<file path="src/rtl/mux_nx1_valid.sv">
// N:1 valid/ready multiplexer with direct-select or round-robin arbitration and a registered,
// back-pressurable output stage. Define MUX_NX1_XFER_CNT_EN to add the xfer_count port.
module mux_nx1_valid #(
  parameter int unsigned WIDTH    = 4,
  parameter int unsigned CHANNELS = 4,
  parameter int unsigned SEL_W    = $clog2(CHANNELS)
) (
  input  logic                      clk,
  input  logic                      reset,
  input  logic                      mode,
  input  logic [SEL_W-1:0]          select,
  input  logic [CHANNELS*WIDTH-1:0] in_data,
  input  logic [CHANNELS-1:0]       in_valid,
  output logic [CHANNELS-1:0]       in_ready,
  output logic [WIDTH-1:0]          out_data,
  output logic                      out_valid,
  output logic [SEL_W-1:0]          out_sel,
  input  logic                      out_ready
`ifdef MUX_NX1_XFER_CNT_EN
  ,
  output logic [7:0]                xfer_count
`endif
);

  logic [WIDTH-1:0] out_data_q, out_data_d;
  logic             out_valid_q, out_valid_d;
  logic [SEL_W-1:0] out_sel_q, out_sel_d;
  logic [SEL_W-1:0] rr_ptr_q, rr_ptr_d;

  logic             load_en;
  logic             cand_found;
  logic [SEL_W-1:0] cand_idx;
  logic [SEL_W-1:0] scan_idx;
  logic             grant;

  assign load_en = !out_valid_q || out_ready;

  // Round-robin scan wraps naturally because CHANNELS is a power of two.
  always_comb begin
    cand_found = 1'b0;
    cand_idx   = '0;
    scan_idx   = '0;
    if (!mode) begin
      cand_found = in_valid[select];
      cand_idx   = select;
    end else begin
      for (int unsigned i = 0; i < CHANNELS; i++) begin
        scan_idx = rr_ptr_q + SEL_W'(i);
        if (!cand_found && in_valid[scan_idx]) begin
          cand_found = 1'b1;
          cand_idx   = scan_idx;
        end
      end
    end
  end

  // Reset gates in_ready so no producer sees an accept while state is being cleared.
  assign grant = reset && load_en && cand_found;

  always_comb begin
    in_ready = '0;
    if (grant) begin
      in_ready[cand_idx] = 1'b1;
    end
  end

  always_comb begin
    out_valid_d = out_valid_q;
    out_data_d  = out_data_q;
    out_sel_d   = out_sel_q;
    rr_ptr_d    = rr_ptr_q;
    if (load_en) begin
      out_valid_d = cand_found;
      if (cand_found) begin
        out_data_d = in_data[cand_idx*WIDTH +: WIDTH];
        out_sel_d  = cand_idx;
        if (mode) begin
          rr_ptr_d = cand_idx + 1'b1;
        end
      end
    end
  end

  always_ff @(posedge clk or negedge reset) begin
    if (!reset) begin
      out_data_q  <= '0;
      out_valid_q <= 1'b0;
      out_sel_q   <= '0;
      rr_ptr_q    <= '0;
    end else begin
      out_data_q  <= out_data_d;
      out_valid_q <= out_valid_d;
      out_sel_q   <= out_sel_d;
      rr_ptr_q    <= rr_ptr_d;
    end
  end

  assign out_data  = out_data_q;
  assign out_valid = out_valid_q;
  assign out_sel   = out_sel_q;

`ifdef MUX_NX1_XFER_CNT_EN
  logic [7:0] xfer_q, xfer_d;

  always_comb begin
    xfer_d = xfer_q;
    if (out_valid_q && out_ready) begin
      xfer_d = xfer_q + 8'd1;
    end
  end

  always_ff @(posedge clk or negedge reset) begin
    if (!reset) begin
      xfer_q <= '0;
    end else begin
      xfer_q <= xfer_d;
    end
  end

  assign xfer_count = xfer_q;
`endif

endmodule

</file>
<file path="config.mk">
export PLATFORM = sky130hd
export DESIGN_NAME = mux_nx1_valid
export DESIGN_NICKNAME = d
export VERILOG_FILES = /design/src/rtl/mux_nx1_valid.sv
export SDC_FILE = /design/constraint.sdc
export NUM_CORES = 1
export LEC_CHECK = 0
export CORE_ASPECT_RATIO = 1.5
export CORE_MARGIN = 5
export CORE_UTILIZATION = 34
export DETAILED_ROUTE_END_ITERATION = 8
export PLACE_DENSITY_LB_ADDON = 0.05
export SLEW_MARGIN = 15
export SYNTH_ARGS = -nofsm -noshare
export SYNTH_HDL_FRONTEND = slang
export SYNTH_SLANG_ARGS = --single-unit
</file>
<file path="constraint.sdc">
create_clock -name clk -period 2.12 [get_ports clk]
set_input_delay 0.424 -clock clk [delete_from_list [all_inputs] [get_ports clk]]
set_output_delay 0.424 -clock clk [all_outputs]
set_load 0.005 [all_outputs]
</file>
-- Word level (Yosys, flattened, before mapping)
Cells that the tools add are included.
- shift-type cells: 1
- $lt $le $gt $ge: 7
- reduce and logical (&&, ||, !) cells: 13
- add/sub/neg operators: 4
- mux-type cells: 26
- operators by type and width (kind ; count):
    2-bit by 3-bit < comparator with 1-bit output, second input constant ; 6
    16-bit by 5-bit indexed part select with 4-bit output ; 1
    1-bit two-way mux ; 14
    1-bit binary-select mux with 2-bit select ; 5
    2-bit two-way mux ; 5
    1-bit logical AND ; 6
    2-bit by 1-bit adder with 2-bit output, second input constant ; 2
    2-bit adder, second input constant ; 2
    1-bit zero test ; 4
    4-bit two-way mux ; 1
    3-bit AND reduction ; 1
    1-bit demux with 2-bit select ; 1
    2-bit by 1-bit greater-or-equal comparator with 1-bit output, second input constant ; 1
    2-bit AND reduction ; 1
    1-bit logical OR ; 1
- word-level logic and storage cells: 55
- output and inout port bits: 11
- input bits: 26
- flip-flop bits (word level): 9

-- Longest topological paths before layout
Gate-level depths: netlist (run 1).
- word-level depth: 21
- depth in mapped cells: 7
- gate-level depth less buffers: 5

-- Least setup slack after synthesis (run 1)
OpenSTA, ideal clock, no wires.
- path type: input -> output
- start point: input port in_valid[2]
- end point: output port in_ready[0]
- required time: 1.696 ns
- data arrival time: 1.688 ns
- buffers on the path: 0
- setup slack: 0.008 ns
- stages: 5
- path through: or2_1 a311o_1 o2bb2ai_2 or3_1 nor4_2
- word-level cells in the longest chain between the ends: 21
- elaborated cells between the ends (all ways): 36
- those cells by class: order compare (2); mux (26); reduce/logical (8)
- RTL lines (element ; RTL line ; RTL):
    start, declared ; 13 ; input logic [CHANNELS-1:0] in_valid,
    1-bit binary-select mux with 2-bit select ; 49 ; if (!cand_found && in_valid[scan_idx]) begin
    1-bit two-way mux (not written as such) ; 49 ;
    1-bit two-way mux ; 49 ;
    1-bit two-way mux ; 43 ; if (!mode) begin
    1-bit zero test ; 49 ;
    1-bit logical AND ; 49 ;
    1-bit two-way mux ; 49 ;
    1-bit two-way mux ; 43 ;
    [5 not listed] ; -- ;
    1-bit logical AND ; 49 ;
    2-bit two-way mux ; 49 ;
    2-bit two-way mux ; 43 ;
    2-bit by 3-bit < comparator with 1-bit output (not written as such) or 2-bit by 1-bit greater-or-equal comparator with 1-bit output (tied branches) ; 63 ; in_ready[cand_idx] = 1'b1;
    1-bit logical AND (not written as such) ; 63 ;
    1-bit two-way mux (not written as such) ; 63 ;
    1-bit demux with 2-bit select ; 63 ;
    4-bit two-way mux * ; 62 ; if (grant) begin
    end, declared ; 14 ; output logic [CHANNELS-1:0] in_ready,
Every way passes the cells marked *; elsewhere a longest branch is shown, timed or not. The select of a mux whose other input is x is not followed.

-- Worst setup path after layout (run 1)
- start point: register rr_ptr_q[1]
- end point: output port in_ready[0]
- word-level cells in the longest chain between the ends: 21
- elaborated cells between the ends (all ways): 37
- those cells by class: add/sub (3); order compare (2); mux (24); reduce/logical (8)
- RTL lines (element ; RTL line ; RTL):
    start, declared ; 28 ; logic [SEL_W-1:0] rr_ptr_q, rr_ptr_d;
    start signal, assigned ; 94 ; rr_ptr_q <= rr_ptr_d;
    1-bit binary-select mux with 2-bit select ; 49 ;
    1-bit two-way mux (not written as such) ; 49 ;
    1-bit two-way mux ; 49 ;
    1-bit two-way mux ; 43 ;
    1-bit zero test ; 49 ;
    1-bit logical AND ; 49 ;
    1-bit two-way mux ; 49 ;
    1-bit two-way mux ; 43 ;
    [5 not listed] ; -- ;
    1-bit logical AND ; 49 ;
    2-bit two-way mux ; 49 ;
    2-bit two-way mux ; 43 ;
    2-bit by 3-bit < comparator with 1-bit output (not written as such) or 2-bit by 1-bit greater-or-equal comparator with 1-bit output (tied branches) ; 63 ;
    1-bit logical AND (not written as such) ; 63 ;
    1-bit two-way mux (not written as such) ; 63 ;
    1-bit demux with 2-bit select ; 63 ;
    4-bit two-way mux * ; 62 ;
Marks and branches as above.

==> flow_summary.yaml, run 1 <==
floorplanning:
  std_cell_rows: 20
  io_pins: 37
  core_area_um2: 2000
  die_width_um: 47.1
  die_area_um2: 3090
  die_height_um: 65.6
  start_util_pct: 35.1
sta:
  fin_crit_ns: 2.46
  fin_ws_ns: -0.335
  timing.fmax_mhz: 407
  max_slew.worst_pin.slew_ns: 0.472
  report.final.slew_viol_count: 0
  finalHoldViolCount: 0
  final-setup-viol-count: 4
  totalNegativeSetupSlack_ns: -1.01
  relSlewSlack_pct: 68.5
  grt_setup_unrepaired: "true"
  timing.clock.skew_ns: 0.00359
  min_period_over_period_pct: 116
  whs_ns: 0.469
synth:
  syn_nets: 103
  syn-mean-instance-area_um2: 9.12
  syn_area_um2: 702
  synth.yosys.warnings: 0
  synth.yosys.seq_area_share_pct: 32.1
  yosysUniqueCellTypes: 29
  syn_inst: 77
  ys_ff_latch: 9
route:
  met3_length_um: 106
  route.detailed.drc: 0
  wirelength_met1_um: 739
  top_layer: "met4"
  routedWlPerCell_um: 13.4
  routed-via-count: 872
  length_of_routed_met2_wiring_mm: 1.32
  detail_route.first_pass.iterations: 3
  drt-vias-per-instance: 5.25
  detailedRoute.firstIterationViolations: 2
  drt_wl_total_mm: 2.23
  ant_nets: 0
global_routing:
  grt_pass1_vias: 877
  first_pass_grt_wire_length_mm: 3.52
  maximum_number_of_pins_on_one_net_before_global_route_repair: 11
  grt_antenna_before_repair: 0
  globalRouteTotalUtil_pct: 15.7
  grt_remaining_overflow: 0
placement:
  placedCellCount: 152
  hpwl_mm: 1.73
  place_worst_setup_slack_ns: -1.01
  buffer_ports.inserted: 36
  placed_cell_area_um2: 1220
  weighted_congestion_at_the_end_of_routability_driven_global_placement: 0.835
run_status:
  violations: "negative setup slack"
  run_status: "finished, violations left"
finish:
  area_delta_synth_final_pct: 98.6
  layout.cells.most_common: "sky130_fd_sc_hd__buf_4"
  layout.cells.most_common_list: "sky130_fd_sc_hd__buf_4 (27), sky130_fd_sc_hd__clkdlybuf4s50_1 (25), sky130_fd_sc_hd__nand2_1 (11), sky130_fd_sc_hd__dfrtp_1 (9), sky130_fd_sc_hd__mux2i_1 (8)"
  fill_cells: 172
  final_cell_area_um2: 1390
  antennaDiodeCount: 0
  finalNonFillerCells: 166
  final_layout_size_suffix_gt1_share_pct: 38.9
  design.final.nets: 171
  utilization_pct: 69.6
cts:
  root_buffer: "sky130_fd_sc_hd__clkbuf_4"
  clock-sinks: 9
  insertion_delay_ns: 0.26
  cts_tree: "built"
  clock_tree.buffer_depth: 2
  ctsHtreeMaxLevel: 1
  path_clk_slew_ns: 0.06
  postCtsHoldBufs: 0
  cts-buffers-inserted: 3
min_path:
  holdCritPathClass: "reg -> reg"
power:
  power.internal_mw: 0.664
  power_switching_share_pct: 32.4
  power.switching_mw: 0.319
  pwr_density_cell_nw_per_um2: 705
  total_power_mw: 0.982
  seq_power_share_pct: 27.2
  ir_drop_mv: 0.455
  clkPwrFrac_pct: 13.1
  total_leakage_power_nw: 0.630
  power.combinational.fraction_pct: 59.6
worst_setup_path:
  worst_ep_arrival_time_ns: 2.03
  path_delay_family: "simple AND/OR/NAND/NOR gates"
  crit_path_cell_trace: "nand2b_4 > a311o_1 > o2bb2ai_2 > buf_4 > or3_4 > nor4_4 > buf_2"
  crit_buf_inv: 2
  crit_required_ns: 1.70
  slowest_delay_ns: 0.41
  cpMaxStageDelayCell: "sky130_fd_sc_hd__dfrtp_1"
  criticalPathCategory: "reg -> out"
  timing.critical_path.fanout_max: 3
  startpoint_type_of_the_worst_setup_path: "register"
  kind_of_end_point_of_the_critical_path: "primary output"
run:
  max_cap_violations: 0
## area by class of cell
cell class	count	area [µm²]	area share [%]
multi-input cells	63	539	38.7
clock buffers	4	26.3	1.89
inverters	2	7.51	0.539
well taps	22	27.5	1.97
repair buffers	66	568	40.8
flip-flops and latches	9	225	16.2
## power groups by stage
stage | Clock [mW] | Combinational (mW) | Sequential, mW
finish | 0.129 | 0.586 | 0.267
global placement | 0 | 0.462 | 0.262
global route | 0.140 | 0.631 | 0.274
CTS | 0.136 | 0.544 | 0.264
floorplan | 0 | 0.202 | 0.268
detailed placement | 0 | 0.470 | 0.263
## cells by family after synthesis
family | share of synthesized area [%]
DFF | 32.1
xor gates and xnor gates | 1.25
and+or+nand+nor | 28.9
AOI/OAI and AO/OA | 19.6
buffers and inverters | 3.57
muxes | 14.6
## registers in the layout (all words and copies together), names as in the netlist
register   flops
out_data       4
out_sel        2
out_valid      1
rr_ptr_q       2
## cell usage after synthesis
library cell / number / share of area [%]
sky130_fd_sc_hd__a2111oi_2: 1 / 2.1
sky130_fd_sc_hd__a21oi_1: 4 / 2.9
sky130_fd_sc_hd__a311o_1: 1 / 1.4
sky130_fd_sc_hd__a31oi_1: 4 / 3.6
sky130_fd_sc_hd__and4bb_1: 1 / 1.8
sky130_fd_sc_hd__buf_2: 2 / 1.4
sky130_fd_sc_hd__buf_4: 1 / 1.1
sky130_fd_sc_hd__dfrtp_1: 9 / 32
sky130_fd_sc_hd__inv_1: 2 / 1.1
sky130_fd_sc_hd__mux2i_1: 8 / 11
sky130_fd_sc_hd__mux4_2: 1 / 3.2
sky130_fd_sc_hd__nand2_1: 11 / 5.9
sky130_fd_sc_hd__nand2b_1: 6 / 5.3
sky130_fd_sc_hd__nand3_1: 1 / 0.71
sky130_fd_sc_hd__nor2_1: 4 / 2.1
sky130_fd_sc_hd__nor2b_1: 4 / 3.6
sky130_fd_sc_hd__nor3_2: 1 / 1.4
sky130_fd_sc_hd__nor3b_1: 1 / 1.1
sky130_fd_sc_hd__nor4_1: 1 / 0.89
sky130_fd_sc_hd__nor4_2: 1 / 1.8
sky130_fd_sc_hd__nor4b_1: 1 / 1.2
sky130_fd_sc_hd__o21ai_0: 1 / 0.71
sky130_fd_sc_hd__o221ai_1: 4 / 5.0
sky130_fd_sc_hd__o22ai_1: 2 / 1.8
sky130_fd_sc_hd__o2bb2ai_2: 1 / 2.1
sky130_fd_sc_hd__or2_1: 1 / 0.89
sky130_fd_sc_hd__or3_1: 1 / 0.89
sky130_fd_sc_hd__or3b_2: 1 / 1.2
sky130_fd_sc_hd__xor2_1: 1 / 1.2
## metal layers
layer	up-vias	global-route usage [%]
li1	425	-
met1	420	14.2
met2	21	30.4
met3	6	2.19
met4	0	8.30
met5	-	0
## worst paths after layout
| check | start | end | slack (ns) | depth (start not counted) |
|---|---|---|---|---|
| worst max register to register | rr_ptr_q[0]$_DFFE_PN0P_ | out_data[3]$_DFFE_PN0P_ | 0.10 | 7 |
| worst min-delay path | out_sel[1]$_DFFE_PN0P_ | out_sel[1]$_DFFE_PN0P_ | 0.47 | 2 |
| min in group asynchronous | reset | out_data[0]$_DFFE_PN0P_ | 0.49 | 2 |
| max in group asynchronous | reset | out_valid$_DFFE_PN0N_ | 1.49 | 2 |
| worst max-delay path | rr_ptr_q[1]$_DFFE_PN0P_ | in_ready[0] | -0.34 | 7 |
| worst min register to register | out_sel[1]$_DFFE_PN0P_ | out_sel[1]$_DFFE_PN0P_ | 0.47 | 2 |
## worst register-to-register path, delay by kind of cell, from the launching register on
| kind | cells | cell delay, ns |
|---|---|---|
| AO/OA/AOI/OAI | 1 | 0.15 |
| buffers and inverters | 2 | 0.34 |
| flip-flops | 1 | 0.45 |
| multiplexers | 1 | 0.22 |
| AND/OR/NAND/NOR | 3 | 0.74 |
## timing repair
item / CTS / global route
endpoints found under the setup margin: 8 / 5
resized for setup: 47 / 6
pin swaps: 15 / 7
buffers inserted: 8 / 3
No activity file was read; power rests on OpenSTA's default activity.
==> inputs of run 2 (changes only) <==
GPL_ROUTABILITY_DRIVEN = 0   (was default)
clock period = 2.21 ns   (was 2.12 ns; I/O delays follow)
==> flow_summary.yaml, run 2 (synthesis results as in run 1) <==
floorplanning:
  die_area_um2: 3090
  die_width_um: 47.1
  io_pins: 37
  std_cell_rows: 20
  core_area_um2: 2000
  start_util_pct: 35.1
  die_height_um: 65.6
finish:
  final_layout_size_suffix_gt1_share_pct: 38.2
  antennaDiodeCount: 0
  design.final.nets: 171
  area_delta_synth_final_pct: 93.9
  layout.cells.most_common_list: "sky130_fd_sc_hd__buf_4 (28), sky130_fd_sc_hd__clkdlybuf4s50_1 (25), sky130_fd_sc_hd__nand2_1 (11), sky130_fd_sc_hd__dfrtp_1 (9), sky130_fd_sc_hd__mux2i_1 (8)"
  largest_register_ffs: 4
  layout.cells.most_common: "sky130_fd_sc_hd__buf_4"
  utilization_pct: 68.0
cts:
  cts-buffers-inserted: 3
  clock_tree.buffer_depth: 2
  path_clk_slew_ns: 0.06
  root_buffer: "sky130_fd_sc_hd__clkbuf_4"
  cts_tree: "built"
  ctsHtreeMaxLevel: 1
  clock-sinks: 9
  insertion_delay_ns: 0.26
sta:
  relSlewSlack_pct: 74.6
  min_period_over_period_pct: 112
  finalHoldViolCount: 0
  fin_crit_ns: 2.47
  fin_ws_ns: -0.259
  report.final.slew_viol_count: 0
  max_slew.worst_pin.slew_ns: 0.381
  grt_setup_unrepaired: "true"
  totalNegativeSetupSlack_ns: -0.749
  timing.fmax_mhz: 405
  timing.clock.skew_ns: 0.00360
  final-setup-viol-count: 4
route:
  drt-vias-per-instance: 5.26
  routed-via-count: 873
  drt_wl_total_mm: 2.22
  detailedRoute.firstIterationViolations: 2
  routedWlPerCell_um: 13.4
  detail_route.first_pass.iterations: 4
  route.detailed.drc: 0
  ant_nets: 0
worst_setup_path:
  rr_startpoint: "rr_ptr_q[0]$_DFFE_PN0P_"
  timing.critical_path.fanout_max: 3
  worst_ep_arrival_time_ns: 2.03
  kind_of_end_point_of_the_critical_path: "primary output"
  criticalPathCategory: "reg -> out"
  crit_path_start: "rr_ptr_q[1]$_DFFE_PN0P_"
  startpoint_type_of_the_worst_setup_path: "register"
  crit_required_ns: 1.77
global_routing:
  grt_remaining_overflow: 0
  first_pass_grt_wire_length_mm: 3.48
  grt_antenna_before_repair: 0
  globalRouteTotalUtil_pct: 15.5
  grt_pass1_vias: 879
  maximum_number_of_pins_on_one_net_before_global_route_repair: 11
power:
  total_leakage_power_nw: 0.625
  pwr_density_cell_nw_per_um2: 681
  ir_drop_mv: 0.422
  total_power_mw: 0.927
placement:
  hpwl_mm: 1.73
  buffer_ports.inserted: 36
  place_worst_setup_slack_ns: -0.958
min_path:
  start_point_of_the_worst_hold_path: "out_sel[1]$_DFFE_PN0P_"
  holdCritPathClass: "reg -> reg"
run_status:
  run_status: "finished, violations left"
  violations: "negative setup slack"
run:
  max_cap_violations: 0
==> run 2: final timing paths <==
| kind | to | slack [ns] | cells after the start |
|---|---|---|---|
| min in group asynchronous | out_data[0]$_DFFE_PN0P_ | 0.50 | 2 |
| max in group asynchronous | out_valid$_DFFE_PN0N_ | 1.56 | 2 |
| worst max-delay path | in_ready[0] | -0.26 | 7 |
| worst min-delay path | out_sel[1]$_DFFE_PN0P_ | 0.47 | 2 |
| worst max register to register | out_data[3]$_DFFE_PN0P_ | 0.15 | 7 |
| worst min register to register | out_sel[1]$_DFFE_PN0P_ | 0.47 | 2 |
==> run 2: critical path, stage by stage, from the launching register on <==
cell,delay (ns)
sky130_fd_sc_hd__dfrtp_1,0.41
sky130_fd_sc_hd__nand2b_4,0.15
sky130_fd_sc_hd__a311o_1,0.28
sky130_fd_sc_hd__o2bb2ai_2,0.13
sky130_fd_sc_hd__buf_4,0.13
sky130_fd_sc_hd__or3_4,0.40
sky130_fd_sc_hd__nor4_4,0.12
sky130_fd_sc_hd__buf_2,0.15
==> run 2: power breakdown <==
group          total [mW]  leakage (nW)  switching, mW  internal, mW
Clock               0.124        0.0150         0.0543        0.0694
Combinational       0.546         0.505          0.203         0.343
Sequential          0.257         0.105         0.0403         0.216
==> run 2: stage by stage <==
stage	area (µm²)	hold slack (ns)	std cells
floorplan	702	0.146	77
global placement	1220	0.453	152
detailed placement	1220	0.460	152
CTS	1330	0.475	164
global route	1360	0.498	166
finish	1360	0.469	166
==> run 2: cell type report <==
cell class / count / area (µm²)
tap: 22 / 27.5
multi-input combinational: 63 / 515
timing repair buffer: 66 / 559
sequential: 9 / 225
fill: 181 / 641
inverter: 2 / 7.51
clock buffer: 4 / 26.3
==> run 2: repair_timing <==
item,CTS,global route
pin swaps,12,5
setup buffers,8,2
gates cloned,0,0
hold buffers,0,0
setup endpoints to repair,8,4
gates resized for setup,46,4
==> run 2: metal layers <==
layer | global-route usage [%] | up-vias | wire (µm)
li1 | - | 426 | -
met1 | 13.7 | 420 | 734
met2 | 30.4 | 21 | 1320
met3 | 2.19 | 6 | 104
met4 | 8.30 | 0 | 62
met5 | 0 | - | 0
==> inputs of run 3 (changes only) <==
CTS_CLUSTER_SIZE = 8   (was default)
==> results of run 3 <==
The final DEF is identical to that of run 2; final timing and power are the same.
==> variant 1 (settings of run 1) <==
Change the parameter `WIDTH` from 4 to 5.
--- a/src/rtl/mux_nx1_valid.sv
+++ b/src/rtl/mux_nx1_valid.sv
@@ -3,3 +3,3 @@
 module mux_nx1_valid #(
-  parameter int unsigned WIDTH    = 4,
+  parameter int unsigned WIDTH    = 5,
   parameter int unsigned CHANNELS = 4,
Ports: changed (resized in_data and out_data); port bits go from 37 to 42. The function was not compared with the original's and may differ.
==> variant 1 against run 1 <==
  * The run still ends with setup timing left
  * Non-clock buffer count down 6
  * Wire length increased by 10%
  * First-iteration DRC count rose to 3.5 times the old value
  * Worst setup slack gained 300 ps
  * Largest power group unchanged
  * Register-to-register slack improved by 100 ps
  * Cell area grew 3.2%
  * Synthesized area rose by 12%
  * Hold slack gained 23 ps
  * Via count increased by 0.34%
  * Clock skew about the same
  * Sequential cell count increased by 1
  * Largest cell class is now multi-input gates
  * Total power decreased by 6.1%
==> variant 1: results (changes against run 1) <==
metric	value	unit	change
status	finished with violations		unchanged
violations	setup timing		unchanged
synth_cell_types	27		was 29
finalSetupTns	-65.0	ps	was -1010 ps
wirelength	2.46	mm	was 2.23 mm
synth_fp_nets	113		was 103
place_ws	-761	ps	was -1010 ps
nets	175		was 171
drive_gt1_frac	0.361		was 0.389
final_cell_area	1440	um2	was 1390 um2
largest_reg_flops	5		was 4
ys_top_cells_by_count	nand2_1 (17), mux2i_1 (11), dfrtp_1 (10)		was nand2_1 (11), dfrtp_1 (9), mux2i_1 (8)
routabilityCongestion	0.810		was 0.835
placed_cell_area	1310	um2	was 1220 um2
yosysWarnings	0		unchanged
worst_slack	-39.0	ps	was -335 ps
synth_mux_area_frac	0.169		was 0.146
grt_antenna_before_repair	0		unchanged
crit_path_max_incr_delay	450	ps	was 410 ps
groute.usage.overall	0.153		was 0.157
instances_no_fill	167		was 166
fillCellCount	202		was 172
cts_buffers	3		unchanged
via_count	875		was 872
grt_max_degree	13		was 11
cp.arrival	1730	ps	was 2030 ps
hpwl	1.94	mm	was 1.73 mm
synth_async_sr_flop_share	1.00		unchanged
synth_fa_ha_area_frac	0		unchanged
synth_xor_area_frac	0.0111		was 0.0125
n_antenna_cell	0		unchanged
synthTopCellsByArea	dfrtp_1 (32%), mux2i_1 (14%), nand2_1 (8.1%), o221ai_1 (6.7%), nor2_1 (3.3%)		was dfrtp_1 (32%), mux2i_1 (11%), nand2_1 (5.9%), nand2b_1 (5.3%), o221ai_1 (5.0%)
grt_pass1_wl	4.08	mm	was 3.52 mm
clock_latency	260	ps	about the same
p_leak	0.633	nW	was 0.630 nW
slew_headroom	0.770		was 0.685
num_rows	21		was 20
root_buffer	clkbuf_4		unchanged
cpLargestDelayFamily	flip-flops		was simple AND/OR/NAND/NOR gates
clk_pin_slew	70	ps	
dpl.cell_count	160		was 152
drtIter0Drc	7		was 2
grt_pass1_vias	923		was 877
synth-compound-area-share	0.192		was 0.196
synth_top_flop_cell	dfrtp_1		unchanged
cp_slowest_cell	dfrtp_2		was dfrtp_1
first_pass_iters	4		was 3
cts_buffer_depth	2		unchanged
htreeDepth	1		unchanged
finalClockSkew	3.58	ps	was 3.59 ps
numPortBuffers	41		was 36
finalSetupViolations	2		was 4
min_path_type	flip-flop to flip-flop		unchanged
max-vdd-ir-drop	488	uV	was 455 uV
syn_inst	83		was 77
path_max_fanout	6		was 3
yosysSeqAreaShare	0.318		was 0.321
==> variant 1: cell count changes after synthesis, sizes merged, moves of 3 or more <==
cell | run 1 | this run
a31oi | 4 | 1
nor2 | 4 | 7
a21oi | 4 | 1
nand2 | 11 | 17
nand3 | 1 | 4
mux2i | 8 | 11
==> variant 1: worst paths after layout <==
kind / startpoint / to / slack [ps] / cells past startpoint
setup / recovery: rr_ptr_q[1] / in_ready[2] / -40 / 7
hold / removal: out_sel[1] / out_sel[1] / 490 / 2
setup reg to reg: rr_ptr_q[1] / out_data[4] / 200 / 7
hold reg to reg: out_sel[1] / out_sel[1] / 490 / 2
max in group asynchronous: reset / rr_ptr_q[0] / 1380 / 2
min in group asynchronous: reset / out_valid / 610 / 2
==> variant 1: tightest hold or removal path, cell delays in order (launching register included) <==
cell and delay (ps):
dfrtp_1 340, nand2_1 50, nand2_1 70
==> variant 1: final cells by class <==
class,count,area share
well taps,23,0.0200
clock buffers,4,0.0252
repair buffers,60,0.361
flip-flops and latches,10,0.176
multi-input cells,70,0.418
==> variant 1: repair_timing <==
action,4_1_cts,5_1_grt
setup endpoints to repair,10,4
pin swaps,11,4
buffers inserted,3,0
resized for setup,59,3
==> variant 1: layer usage <==
layer	share of wire	GRT usage	vias to the layer above
li1	-	-	434
met1	0.38	0.164	414
met2	0.56	0.287	25
met3	0.055	0.0280	2
met4	0.0094	0.0707	0
met5	0	0	-
==> variant 1: power breakdown <==
part | internal [mW] | switching (mW) | leakage (nW)
sequential | 0.241 | 0.0468 | 0.118
combinational | 0.277 | 0.190 | 0.493
clock | 0.104 | 0.0635 | 0.0210
==> variant 2 (flow settings as in run 1) <==
Made on the original files. `out_data_q` no longer has a reset.
--- a/src/rtl/mux_nx1_valid.sv
+++ b/src/rtl/mux_nx1_valid.sv
@@ -85,3 +85,2 @@
     if (!reset) begin
-      out_data_q  <= '0;
       out_valid_q <= 1'b0;
@@ -90,3 +89,2 @@
     end else begin
-      out_data_q  <= out_data_d;
       out_valid_q <= out_valid_d;
@@ -95,2 +93,6 @@
     end
+  end
+
+  always_ff @(posedge clk) begin
+    out_data_q <= out_data_d;
   end
Function: changed (Yosys sat finds a counterexample within 4 cycles, from zero or initial values and one cycle with reset low).
==> variant 2 against run 1 <==
  * Synthesized area shrank 2.7%
  * Worst setup slack gained 360 ps
  * Wire length fell by 4.5%
  * Total power is 10% lower
  * Global-route usage increased by 0.48 points
  * Largest cell class unchanged
  * Sequential cell count did not move
  * Cell area decreased by 6.9%
  * Register-to-register slack improved by 90 ps
  * Highest routed layer unchanged
  * Largest power group unchanged
==> variant 2: results (changes against run 1) <==
metric	value	unit	change
cp.arrival	1670	ps	was 2030 ps
vias_per_cell	5.22		was 5.25
fillCellCount	186		was 172
drive_gt1_frac	0.424		was 0.389
synth_async_sr_flop_share	0.556		was 1.00
synthTopCellsByArea	mux2i_1 (19%), dfrtp_1 (18%), edfxtp_1 (18%), mux4_2 (3.3%), nand2_1 (3.3%)		was dfrtp_1 (32%), mux2i_1 (11%), nand2_1 (5.9%), nand2b_1 (5.3%), o221ai_1 (5.0%)
wirelength	2.13	mm	was 2.23 mm
worstReg2RegEnd	out_data[2]		was out_data[3]
max-vdd-ir-drop	398	uV	was 455 uV
dpl.cell_count	144		was 152
first_pass_iters	4		was 3
reg2reg_depth	8		was 7
cp_slowest_cell	dlygate4sd2_1		was dfrtp_1
yosysSeqAreaShare	0.359		was 0.321
via_count	804		was 872
finalClockSkew	0.203	ps	was 3.59 ps
routabilityCongestion	0.765		was 0.835
grt_pass1_vias	878		was 877
hpwl	1.74	mm	was 1.73 mm
hold_depth	1		was 2
r2r_slack	190	ps	was 100 ps
groute.usage.overall	0.162		was 0.157
worst_hold_slack	493	ps	was 469 ps
synth_fp_nets	94		was 103
r2r_start	rr_ptr_q[1]		was rr_ptr_q[0]
nets	159		was 171
slew_headroom	0.831		was 0.685
p_leak	0.574	nW	was 0.630 nW
grt_pass1_wl	3.65	mm	was 3.52 mm
path_max_fanout	4		was 3
yosysMostFrequentCell	mux2i_1		was nand2_1
drtIter0Drc	14		was 2
status	finished, final reports clean		was finished with violations
crit_path_max_incr_delay	280	ps	was 410 ps
grt_max_degree	8		was 11
synth_edf_count	4		was 0
synth_cell_types	26		was 29
[variant 2: cell types whose count changed after synthesis, sizes merged, moves of 3 or more]
cell,run 1,this run
nand2,11,6
nor2b,4,0
o21ai,1,4
a31oi,4,0
inv,2,5
dfrtp,9,5
mux2i,8,13
nand2b,6,3
edfxtp,0,4
[variant 2: metal layers]
layer	global-route usage	vias up	share of wire	wire length, um
met5	0	-	0	0
met4	0.0641	0	0.023	48
met3	0.0361	6	0.093	198
met2	0.305	36	0.57	1200
met1	0.156	376	0.32	675
li1	-	386	-	-
[variant 2: worst max-delay path by stage]
stage / startpoint / to / slack, ps / cells past startpoint
4_1_cts: rr_ptr_q[0] / in_ready[1] / 2 / 6
6_report: mode / in_ready[3] / 30 / 7
2_1_floorplan: in_valid[0] / in_ready[2] / 220 / 6
5_1_grt: rr_ptr_q[1] / in_ready[3] / -60 / 6
3_3_place_gp: in_valid[0] / in_ready[2] / -730 / 7
3_5_place_dp: in_valid[1] / in_ready[1] / -770 / 7
[variant 2: power breakdown]
group,internal (mW),total (mW),switching (mW)
Combinational,0.291,0.488,0.197
Sequential,0.233,0.264,0.0303
Clock,0.0724,0.130,0.0573
[variant 2: what timing repair did]
| action | in CTS | in global routing |
|---|---|---|
| endpoints found under the setup margin | 5 | 7 |
| resized for setup | 47 | 9 |
| endpoints found under the hold margin | 0 | 0 |
| setup buffers | 4 | 4 |
| pin swaps | 5 | 7 |
[variant 2: kinds of logic (layout without fill, tap and decap cells)]
| group | after synthesis | count (layout) | synth area share |
|---|---|---|---|
| AOI/OAI and AO/OA | 16 | 16 | 0.172 |
| xor gates and xnor gates | 1 | 1 | 0.0128 |
| buffers and inverters | 6 | 70 | 0.0440 |
| DFF | 9 | 9 | 0.359 |
| muxes | 15 | 15 | 0.240 |
| and+or+nand+nor | 21 | 21 | 0.172 |
[variant 2: final cells by class]
| type | count | area [um2] | area share |
|---|---|---|---|
| clock buffers | 4 | 26.3 | 0.0203 |
| inverters | 5 | 18.8 | 0.0145 |
| multi-input cells | 53 | 470 | 0.363 |
| flip-flops and latches | 9 | 246 | 0.190 |
| well taps | 22 | 27.5 | 0.0212 |
| repair buffers | 61 | 508 | 0.392 |
[variant 2: worst register-to-register path: stages, from the launching register on]
cell and delay (ps):
dfrtp_2 450, a21o_1 190, and4_4 150, a211oi_4 270, buf_6 160, buf_4 110
buf_4 110, mux2i_1 170, mux2i_1 80
[variant 2: stage by stage]
| stage | utilization | cell area [um2] | setup TNS (ps) |
|---|---|---|---|
| 3_3_place_gp | 0.608 | 1200 | -4810 |
| 6_report | 0.656 | 1300 | 0 |
| 2_1_floorplan | - | 683 | 0 |
| 3_5_place_dp | 0.608 | 1200 | -4830 |
| 4_1_cts | 0.625 | 1240 | 0 |
| 5_1_grt | 0.656 | 1300 | -176 |
